## config.mk

```make
export PLATFORM = sky130hd
export DESIGN_NAME = div_seq_flat
export DESIGN_NICKNAME = d
export VERILOG_FILES = /design/src/rtl/div_pkg.sv /design/src/rtl/div_seq_if.sv /design/src/rtl/div_step.sv /design/src/rtl/div_seq.sv /design/src/flat_wrapper.sv
export SDC_FILE = /design/constraint.sdc
export NUM_CORES = 1
export LEC_CHECK = 0
export ABC_AREA = 1
export CORE_ASPECT_RATIO = 1.2
export CORE_MARGIN = 4
export CORE_UTILIZATION = 45
export DETAILED_ROUTE_END_ITERATION = 8
export PLACE_DENSITY_LB_ADDON = 0.15
export SLEW_MARGIN = 25
export SYNTH_ARGS = -nofsm -noshare
export SYNTH_HDL_FRONTEND = slang
export SYNTH_SLANG_ARGS = --single-unit
```

## constraint.sdc

```tcl
create_clock -name clk -period 2.5 [get_ports clk]
set_clock_uncertainty 0.05 [all_clocks]
set_input_delay 0.5 -clock clk [delete_from_list [all_inputs] [get_ports clk]]
set_output_delay 0.5 -clock clk [all_outputs]
set_load 0.03 [all_outputs]
```

## src/rtl/div_pkg.sv

```systemverilog
// Shared definitions for the sequential restoring divider.
// Latency: none (types and constants only).
// Backpressure: none; the divider's handshake is start/busy/done.
package div_pkg;

  // Default operand widths: dividend/quotient and divisor/remainder.
  localparam int DW_DEF = 16;
  localparam int VW_DEF = 8;

  // FSM state encodings.
  localparam logic [1:0] ST_IDLE = 2'd0;
  localparam logic [1:0] ST_RUN  = 2'd1;
  localparam logic [1:0] ST_DONE = 2'd2;

  typedef enum logic [1:0] {
    S_IDLE = ST_IDLE,
    S_RUN  = ST_RUN,
    S_DONE = ST_DONE
  } state_t;

endpackage

```

## src/rtl/div_seq_if.sv

```systemverilog
// Request/result bundle between a divider client and div_seq.
// Latency: none (wiring only).
// Backpressure: start is only honoured while the divider is not busy.
interface div_seq_if
  import div_pkg::*;
#(
  parameter int DW = DW_DEF,
  parameter int VW = VW_DEF
);

  logic          start;
  logic [DW-1:0] a;
  logic [VW-1:0] b;
  logic          busy;
  logic          done;
  logic [DW-1:0] q;
  logic [VW-1:0] r;
  logic          dz;

  // Client side: issues operands, observes status and results.
  modport master (
    output start, a, b,
    input  busy, done, q, r, dz
  );

  // Divider side.
  modport slave (
    input  start, a, b,
    output busy, done, q, r, dz
  );

endinterface

```

## src/rtl/div_step.sv

```systemverilog
// One restoring-division iteration: shift in a dividend bit, trial-subtract.
// Latency: purely combinational.
// Backpressure: none.
module div_step
  import div_pkg::*;
#(
  parameter int VW = VW_DEF
) (
  input  logic [VW:0]   i_rem,
  input  logic          i_quo_msb,
  input  logic [VW-1:0] i_div,
  output logic [VW:0]   o_rem,
  output logic          o_qbit
);

  // Shifted partial remainder carries one spare bit so the compare and
  // subtract can never overflow, whatever the incoming remainder holds.
  logic [VW+1:0] w_shift;
  logic [VW+1:0] w_div_ext;

  // Trial subtraction: keep the difference when the divisor fits.
  always_comb begin
    w_shift   = {i_rem, i_quo_msb};
    w_div_ext = (VW+2)'(i_div);
    o_qbit    = (w_shift >= w_div_ext);
    o_rem     = o_qbit ? (VW+1)'(w_shift - w_div_ext) : (VW+1)'(w_shift);
  end

endmodule

```

## src/rtl/div_seq.sv

```systemverilog
// Sequential restoring divider, one quotient bit per clock (q = a / b, r = a % b).
// Latency: DW clocks from the accepting edge to done; 1 clock for divide-by-zero.
// Backpressure: start is sampled only in IDLE/DONE; starts during RUN are dropped.
module div_seq
  import div_pkg::*;
#(
  parameter int DW = DW_DEF,
  parameter int VW = VW_DEF
) (
  input  logic    clk,
  input  logic    rst_n,
  div_seq_if.slave bus
);

  localparam int CW = $clog2(DW + 1);

  // FSM
  state_t r_state;
  state_t w_next;

  // Working registers for the iteration.
  logic [CW-1:0] r_cnt;
  logic [VW:0]   r_rem;
  logic [DW-1:0] r_quo;
  logic [VW-1:0] r_div;

  // Output registers.
  logic          r_busy;
  logic          r_done;
  logic          r_dz;
  logic [DW-1:0] r_q;
  logic [VW-1:0] r_r;

  // Decoded controls.
  logic          w_accept;
  logic          w_bz;
  logic          w_last;
  logic [VW:0]   w_rem_nxt;
  logic          w_qbit;
  logic [DW-1:0] w_quo_nxt;

  div_step #(.VW(VW)) u_step (
    .i_rem     (r_rem),
    .i_quo_msb (r_quo[DW-1]),
    .i_div     (r_div),
    .o_rem     (w_rem_nxt),
    .o_qbit    (w_qbit)
  );

  // The dividend drains out of the MSB while quotient bits enter the LSB.
  assign w_quo_nxt = {r_quo[DW-2:0], w_qbit};

  // State register; reset abandons any division in flight.
  always_ff @(posedge clk) begin
    if (!rst_n) begin
      r_state <= S_IDLE;
    end else begin
      r_state <= w_next;
    end
  end

  // Next-state logic: accept in IDLE/DONE, leave RUN after the final bit.
  always_comb begin
    w_next   = r_state;
    w_accept = 1'b0;
    w_bz     = (bus.b == '0);
    w_last   = (r_cnt == CW'(1));
    case (r_state)
      S_IDLE, S_DONE: begin
        if (bus.start) begin
          w_accept = 1'b1;
          // A zero divisor has a fixed answer, so skip the iteration.
          w_next   = w_bz ? S_DONE : S_RUN;
        end else begin
          w_next = S_IDLE;
        end
      end
      S_RUN: begin
        if (w_last) begin
          w_next = S_DONE;
        end
      end
      default: w_next = S_IDLE;
    endcase
  end

  // Operand capture on accept, then one shift/subtract per RUN cycle.
  always_ff @(posedge clk) begin
    if (!rst_n) begin
      r_cnt <= '0;
      r_rem <= '0;
      r_quo <= '0;
      r_div <= '0;
    end else if (w_accept && !w_bz) begin
      r_cnt <= CW'(DW);
      r_rem <= '0;
      r_quo <= bus.a;
      r_div <= bus.b;
    end else if (r_state == S_RUN) begin
      r_cnt <= r_cnt - CW'(1);
      r_rem <= w_rem_nxt;
      r_quo <= w_quo_nxt;
    end
  end

  // Results change only when entering DONE and are held otherwise.
  always_ff @(posedge clk) begin
    if (!rst_n) begin
      r_q  <= '0;
      r_r  <= '0;
      r_dz <= 1'b0;
    end else if (w_accept && w_bz) begin
      r_q  <= '1;
      r_r  <= '0;
      r_dz <= 1'b1;
    end else if (r_state == S_RUN && w_last) begin
      r_q  <= w_quo_nxt;
      r_r  <= w_rem_nxt[VW-1:0];
      r_dz <= 1'b0;
    end
  end

  // Status flags registered from the next state so outputs never see inputs.
  always_ff @(posedge clk) begin
    if (!rst_n) begin
      r_busy <= 1'b0;
      r_done <= 1'b0;
    end else begin
      r_busy <= (w_next == S_RUN);
      r_done <= (w_next == S_DONE);
    end
  end

  assign bus.busy = r_busy;
  assign bus.done = r_done;
  assign bus.q    = r_q;
  assign bus.r    = r_r;
  assign bus.dz   = r_dz;

endmodule

```

## src/flat_wrapper.sv

```systemverilog
// flat-port wrapper written by rule: the top's interface ports become plain ports
module div_seq_flat import div_pkg::*;
#(
  parameter int DW = DW_DEF,
  parameter int VW = VW_DEF
)
  (clk, rst_n, bus_start, bus_a, bus_b, bus_busy, bus_done, bus_q, bus_r, bus_dz);
  div_seq_if #(.DW(DW), .VW(VW)) bus_i ();
  input  logic clk;
  input  logic rst_n;
  input wire logic [$bits(bus_i.start)-1:0] bus_start;
  input wire logic [$bits(bus_i.a)-1:0] bus_a;
  input wire logic [$bits(bus_i.b)-1:0] bus_b;
  output wire logic [$bits(bus_i.busy)-1:0] bus_busy;
  output wire logic [$bits(bus_i.done)-1:0] bus_done;
  output wire logic [$bits(bus_i.q)-1:0] bus_q;
  output wire logic [$bits(bus_i.r)-1:0] bus_r;
  output wire logic [$bits(bus_i.dz)-1:0] bus_dz;
  assign bus_i.start = bus_start;
  assign bus_i.a = bus_a;
  assign bus_i.b = bus_b;
  assign bus_busy = bus_i.busy;
  assign bus_done = bus_i.done;
  assign bus_q = bus_i.q;
  assign bus_r = bus_i.r;
  assign bus_dz = bus_i.dz;
  div_seq #(.DW(DW), .VW(VW)) u_core (.clk(clk), .rst_n(rst_n), .bus(bus_i));
endmodule
```

==> results of run 1 <==
==> per-stage QoR <==
| step | setup WS, ps | instances | utilization (%) | hold slack (ps) | power (mW) |
|---|---|---|---|---|---|
| after floorplan | 678 | 469 | - | 386 | 1.66 |
| after global placement | 348 | 598 | 54.4 | 406 | 1.80 |
| after detailed placement | 321 | 598 | 54.4 | 411 | 1.82 |
| after CTS | 329 | 612 | 56.6 | 423 | 2.61 |
| after global routing | 188 | 612 | 56.6 | 450 | 2.73 |
| final | 320 | 612 | 56.6 | 416 | 2.58 |
==> power groups by stage <==
stage	Clock, mW	Sequential (mW)	Combinational [mW]
2_1_floorplan	0	1.19	0.475
3_3_place_gp	0	1.19	0.615
3_5_place_dp	0	1.19	0.625
4_1_cts	0.812	1.17	0.627
5_1_grt	0.854	1.17	0.705
6_report	0.788	1.17	0.624
==> cells by family after synthesis <==
family | share of synthesized area (%)
compound gates | 14.2
xor+xnor | 1.01
fa+ha+maj | 4.20
buf+inv | 11.6
flops | 38.8
simple gates | 30.1
==> sequential cells by signal, indices dropped and copies added, names as in the netlist, 2 cells and up <==
signal and cells:
u_core.r_div 8, u_core.r_rem 9, u_core.bus.q 16, u_core.bus.r 8
u_core.r_state 2, u_core.r_cnt 5, u_core.r_quo 16
==> worst register-to-register path, stage by stage, from the launching register on <==
cell	delay (ps)
dfxtp_1	380
ha_1	160
inv_1	70
fa_1	440
nand3_1	100
nand3_1	110
nand2_1	100
nand2_1	100
nor2_4	220
nand3_1	130
nand3_1	160
nand2_1	60
inv_1	50
==> metal layers <==
layer  part of all wire, %  GRT usage [%]  vias up  wire length [um]
met1                    43           22.1     1376              3400
met3                   3.8           4.28       11               295
li1                      -              -     1594                 -
met2                    51           32.1       55              4010
met4                   1.9           6.69        0               150
met5                     0              0        -                 0
==> cell usage in the layout, fill, tap and decap left out <==
master	n
a21oi_1	48
a21oi_2	1
a22oi_1	1
a31oi_1	6
a31oi_2	11
buf_4	5
clkbuf_1	1
clkbuf_8	11
clkdlybuf4s50_1	53
clkinv_2	1
clkinvlp_4	1
dfxtp_1	67
fa_1	1
ha_1	10
inv_1	64
inv_2	2
inv_4	2
inv_6	1
nand2_1	130
nand2_2	12
nand2_4	2
nand3_1	38
nand4_1	3
nand4_2	1
nor2_1	21
nor2_2	5
nor2_4	4
nor2_8	3
nor3_2	1
o211ai_1	2
o21ai_0	8
o21ai_1	1
or2_2	1
xor2_1	4
==> final cells by class <==
type                            count  area [um2]
Clock buffer                       12         155
Clock inverter                      2        12.5
Fill cell                         746        3190
Inverter                           69         269
Multi-Input combinational cell    314        1710
Sequential cell                    67        1340
Tap cell                           90         113
Timing Repair Buffer               58         568
==> worst min-delay path by stage <==
stage	startpoint	endpoint	slack (ps)	cells past startpoint
floorplan	u_core.r_div[5]$_SDFFE_PN0P_	u_core.r_div[5]$_SDFFE_PN0P_	390	2
global placement	u_core.bus.q[6]$_SDFFE_PN0P_	u_core.bus.q[6]$_SDFFE_PN0P_	410	2
detailed placement	u_core.bus.q[9]$_SDFFE_PN0P_	u_core.bus.q[9]$_SDFFE_PN0P_	410	2
global route	u_core.r_div[3]$_SDFFE_PN0P_	u_core.r_div[3]$_SDFFE_PN0P_	450	2
CTS	u_core.bus.q[14]$_SDFFE_PN0P_	u_core.bus.q[14]$_SDFFE_PN0P_	420	2
finish	u_core.r_div[7]$_SDFFE_PN0P_	u_core.r_div[7]$_SDFFE_PN0P_	420	2
==> results.cfg, run 1 <==
[status]
status = finished, final reports clean

[route]
drt_wl_total_um = 7850
drt-pass1-iter-count = 6
vias_per_cell = 4.96
routed-via-count = 3036
avgRoutedWirePerCell_um = 12.8
drtIter0Drc = 137
drtAntennaViolNets = 0
drc = 0

[synthesis]
synthFlopType = dfxtp_1
synth_top_area_share_pct = 38.8
synth_area_mm2 = 0.00345
yosysWarnings = 0
netlist_top_cells_area = dfxtp_1 (39%), nand2_1 (14%), a21oi_1 (7.0%)
synth.avg_cell_area_um2 = 7.36
ys_types = 34
synth-seq-cells = 67
synthArstFlopShare_pct = 0
syn_nets = 507
synth_common_cells = nand2_1 (130), dfxtp_1 (67), inv_1 (64)
synth_seq_area_share_pct = 38.8
synth_area_leader_cell = dfxtp_1
yosysMostFrequentCell = nand2_1
synthCells = 469
synth_edf_count = 0

[global_routing]
grt_start_max_net_pins = 39
antenna_found_initial = 0
grt_pass1_vias = 3108
grt_pass1_wl_um = 13900
grt_overflow_total = 0
grt_usage_pct = 18.6

[final_layout]
fin_nets = 557
area_delta_synth_final_pct = 20.7
final_layout_size_suffix_gt1_share_pct = 12.3
n_antenna_cell = 0
final_area_mm2 = 0.00417

[placed_design]
dpl_cell_area_mm2 = 0.00400
dpl.hpwl_um = 5730
routabilityCongestion = 0.864
io_buffers = 53

[critical_path]
cp-start-kind = flip-flop
cp.arrival_ps = 2410
worst-path-buf-inv = 2
r2r-start = u_core.r_div[0]$_SDFFE_PN0P_
cp.depth = 12
slowest_stage = fa_1
cp.required_ps = 2730
reg2reg_depth = 12
crit_path_cell_trace = ha_1 -> inv_1 -> fa_1 -> nand3_1 -> nand3_1 -> nand2_1 -> nand2_1 -> nor2_4 -> nand3_1 -> nand3_1 -> nand2_1 -> inv_1
path_max_fanout = 9
rrSetupSlack_ps = 320
setup.worst_path.class = flip-flop to flip-flop
crit_start = u_core.r_div[0]$_SDFFE_PN0P_
slowest_delay_ps = 440
r2r_end = u_core.bus.r[7]$_SDFFE_PP0P_
endpoint = u_core.bus.r[7]$_SDFFE_PP0P_
cpMostUsedCell = nand3_1
crit_path_end_kind = flip-flop
critical_path.top_delay_family = simple AND/OR/NAND/NOR gates

[die]
die_x_um = 88.0
fp.dieH_um = 104
core_mm2 = 0.00736
initial_core_util_pct = 46.9
die_area_mm2 = 0.00915
io-pin-count = 54
rows = 34

[flow_run]
maxCapViolations = 0

[clocking]
cts_tree = yes
cts_setup_buffers = 0
clkTransAtPathRegs_ps = 70
clock-sinks = 67
cts-resized-gates = 0
cts_buffers = 9
ctsHoldBuffers = 0
clk_root_buffer_cell = clkbuf_8
clkLatencyLatePin_ps = 330
clockBufferDepth = 2
h-tree-depth = 3

[pwr]
leakage_nw = 1.81
power_frac_clock_pct = 30.6
p_comb_share_pct = 24.2
power-per-cell-area_mw_per_mm2 = 618
p_sw_share_pct = 31.8
p_switching_mw = 0.819
seq_power_share_pct = 45.3
ir_drop_mv = 0.314
p_int_mw = 1.76

[sta]
setup_viol = 0
max_slew_margin_pct = 66.9
fin_setup_tns_ps = 0
tightestPinTransition_ps = 495
period_share_pct = 87.2
rsz0062_at_grt = no
hold_violations = 0
fin_crit_ps = 2180
max_freq_ghz = 0.459
slew_violations = 0

[hold_path]
hold_class = flip-flop to flip-flop
(Power assumes the default switching activity.)
==> inputs of run 2 (changes only) <==
--- a/config.mk
+++ b/config.mk
@@ -9,6 +9,7 @@
 export CORE_ASPECT_RATIO = 1.2
 export CORE_MARGIN = 4
 export CORE_UTILIZATION = 45
+export CTS_CLUSTER_DIAMETER = 60
 export DETAILED_ROUTE_END_ITERATION = 8
 export PLACE_DENSITY_LB_ADDON = 0.15
 export SLEW_MARGIN = 25
==> results of run 2 <==
No change in the layout: final DEF, timing and power equal those of run 1.
==> inputs of run 3 (changes only) <==
--- a/config.mk
+++ b/config.mk
@@ -6,7 +6,7 @@
 export NUM_CORES = 1
 export LEC_CHECK = 0
 export ABC_AREA = 1
-export CORE_ASPECT_RATIO = 1.2
+export CAP_MARGIN = 20
 export CORE_MARGIN = 4
 export CORE_UTILIZATION = 45
 export CTS_CLUSTER_DIAMETER = 60
==> run 3 against run 2 <==
  * Fmax is 3.5% lower
  * Core utilization grew 0.77 points
  * Register-to-register slack worse by 80 ps
  * Cell area rose by 1.5%
  * Via count up 0.66%
  * Global-route usage up 0.35 points
  * Sequential cell count did not move
  * Sequential share of layout area fell by 0.48 points
  * Clock power increased by 35%
  * First-iteration DRC count down 13%
  * Total power grew 10%
  * Routed wire length up 1.6%
  * Largest cell class unchanged
==> results.cfg, run 3 (synthesized netlist as in run 1, its figures left out) <==
[critical_path]
cp-start-kind = flip-flop
cp.required_ps = 2700
setup.worst_path.class = flip-flop to flip-flop
cp.arrival_ps = 2460
crit_path_end_kind = flip-flop
path_max_fanout = 11

[die]
rows = 31
initial_core_util_pct = 46.9
die_x_um = 95.6
core_mm2 = 0.00737
fp.dieH_um = 95.6
die_area_mm2 = 0.00914
io-pin-count = 54

[flow_run]
maxCapViolations = 0

[pwr]
power-per-cell-area_mw_per_mm2 = 670
leakage_nw = 1.83
ir_drop_mv = 0.367
finalPower_mw = 2.84

[route]
drt_wl_total_um = 7980
drtIter0Drc = 119
drt-pass1-iter-count = 4
drtAntennaViolNets = 0
drc = 0
avgRoutedWirePerCell_um = 12.8
routed-via-count = 3056
vias_per_cell = 4.92

[sta]
tightestPinTransition_ps = 531
slew_violations = 0
fin_crit_ps = 2260
max_slew_margin_pct = 64.5
fin_setup_tns_ps = 0
max_freq_ghz = 0.443
timing.final.ws_setup_ps = 240
setup_viol = 0
period_share_pct = 90.4
rsz0062_at_grt = no
holdWs_ps = 414
hold_violations = 0

[final_layout]
final_util_pct = 57.4
fin_nets = 555
final_layout_size_suffix_gt1_share_pct = 12.5
n_antenna_cell = 0
final_cell_mix = nand2_1 (130), dfxtp_1 (67), inv_1 (64)
final_common_cell = nand2_1
area_delta_synth_final_pct = 22.5

[global_routing]
grt_pass1_wl_um = 13400
grt_pass1_vias = 2813
grt_overflow_total = 0
antenna_found_initial = 0
grt_start_max_net_pins = 39
grt_usage_pct = 19.0

[clocking]
cts_setup_buffers = 0
cts-resized-gates = 0
ctsHoldBuffers = 0
clkTransAtPathRegs_ps = 80
clkLatencyLatePin_ps = 350
cts_tree = yes
clock-sinks = 67
cts_buffers = 9
clk_root_buffer_cell = clkbuf_8
clockBufferDepth = 2
h-tree-depth = 3

[placed_design]
dp_slack_ps = 237
dpl.hpwl_um = 5790
routabilityCongestion = 0.855
io_buffers = 53

[status]
status = finished, final reports clean

[hold_path]
hold_class = flip-flop to flip-flop
run 3: cell count changes in the layout (fill, tap and decap cells not counted):
| cell | delta |
|---|---|
| clkinv_4 | +1 |
| clkinvlp_4 | -1 |
| buf_4 | -2 |
| clkbuf_1 | -1 |
| inv_6 | +1 |
| bufinv_16 | +2 |
run 3: final timing paths:
path / endpoint / from / cells after the start / slack (ps)
max: u_core.r_rem[7]$_SDFFE_PP0P_ / u_core.r_quo[15]$_SDFFE_PN0P_ / 12 / 240
min: u_core.r_div[2]$_SDFFE_PN0P_ / u_core.r_div[2]$_SDFFE_PN0P_ / 2 / 410
max reg2reg: u_core.r_rem[7]$_SDFFE_PP0P_ / u_core.r_quo[15]$_SDFFE_PN0P_ / 12 / 240
min reg2reg: u_core.r_div[2]$_SDFFE_PN0P_ / u_core.r_div[2]$_SDFFE_PN0P_ / 2 / 410
run 3: per-stage QoR:
| step | instance area [um2] | std cells |
|---|---|---|
| 6_report | 4230 | 621 |
| 5_1_grt | 4230 | 621 |
| 4_1_cts | 4230 | 621 |
| 3_5_place_dp | 4000 | 605 |
| 3_3_place_gp | 4000 | 605 |
| 2_1_floorplan | 3450 | 469 |
run 3: final cells by class:
| class | count | area, um2 |
|---|---|---|
| Clock buffer | 11 | 151 |
| Clock inverter | 5 | 82.6 |
| Fill cell | 699 | 3140 |
| Inverter | 69 | 269 |
| Multi-Input combinational cell | 314 | 1710 |
| Sequential cell | 67 | 1340 |
| Tap cell | 99 | 124 |
| Timing Repair Buffer | 56 | 553 |
run 3: power breakdown:
part | internal, mW | total (mW) | switching [mW]
Sequential | 1.12 | 1.17 | 0.0444
Combinational | 0.223 | 0.608 | 0.385
Clock | 0.620 | 1.06 | 0.439
Total | 1.97 | 2.84 | 0.868
run 3: critical path, cell delays in order (launching register included):
cell and delay [ps]:
dfxtp_1 320, inv_1 60, ha_1 140, inv_1 70
fa_1 430, nand3_1 90, nand3_1 100, nand2_1 90
nand4_1 350, nand2_1 250, nand3_1 100, nand2_1 80
inv_1 40
run 3: routing by layer:
layer  vias up  track usage [%]  routed length [um]
met5         -                0                   0
li1       1588                -                   -
met4         0             9.48                 191
met2        76             27.9                3600
met1      1376             26.1                3750
met3        16             4.18                 437
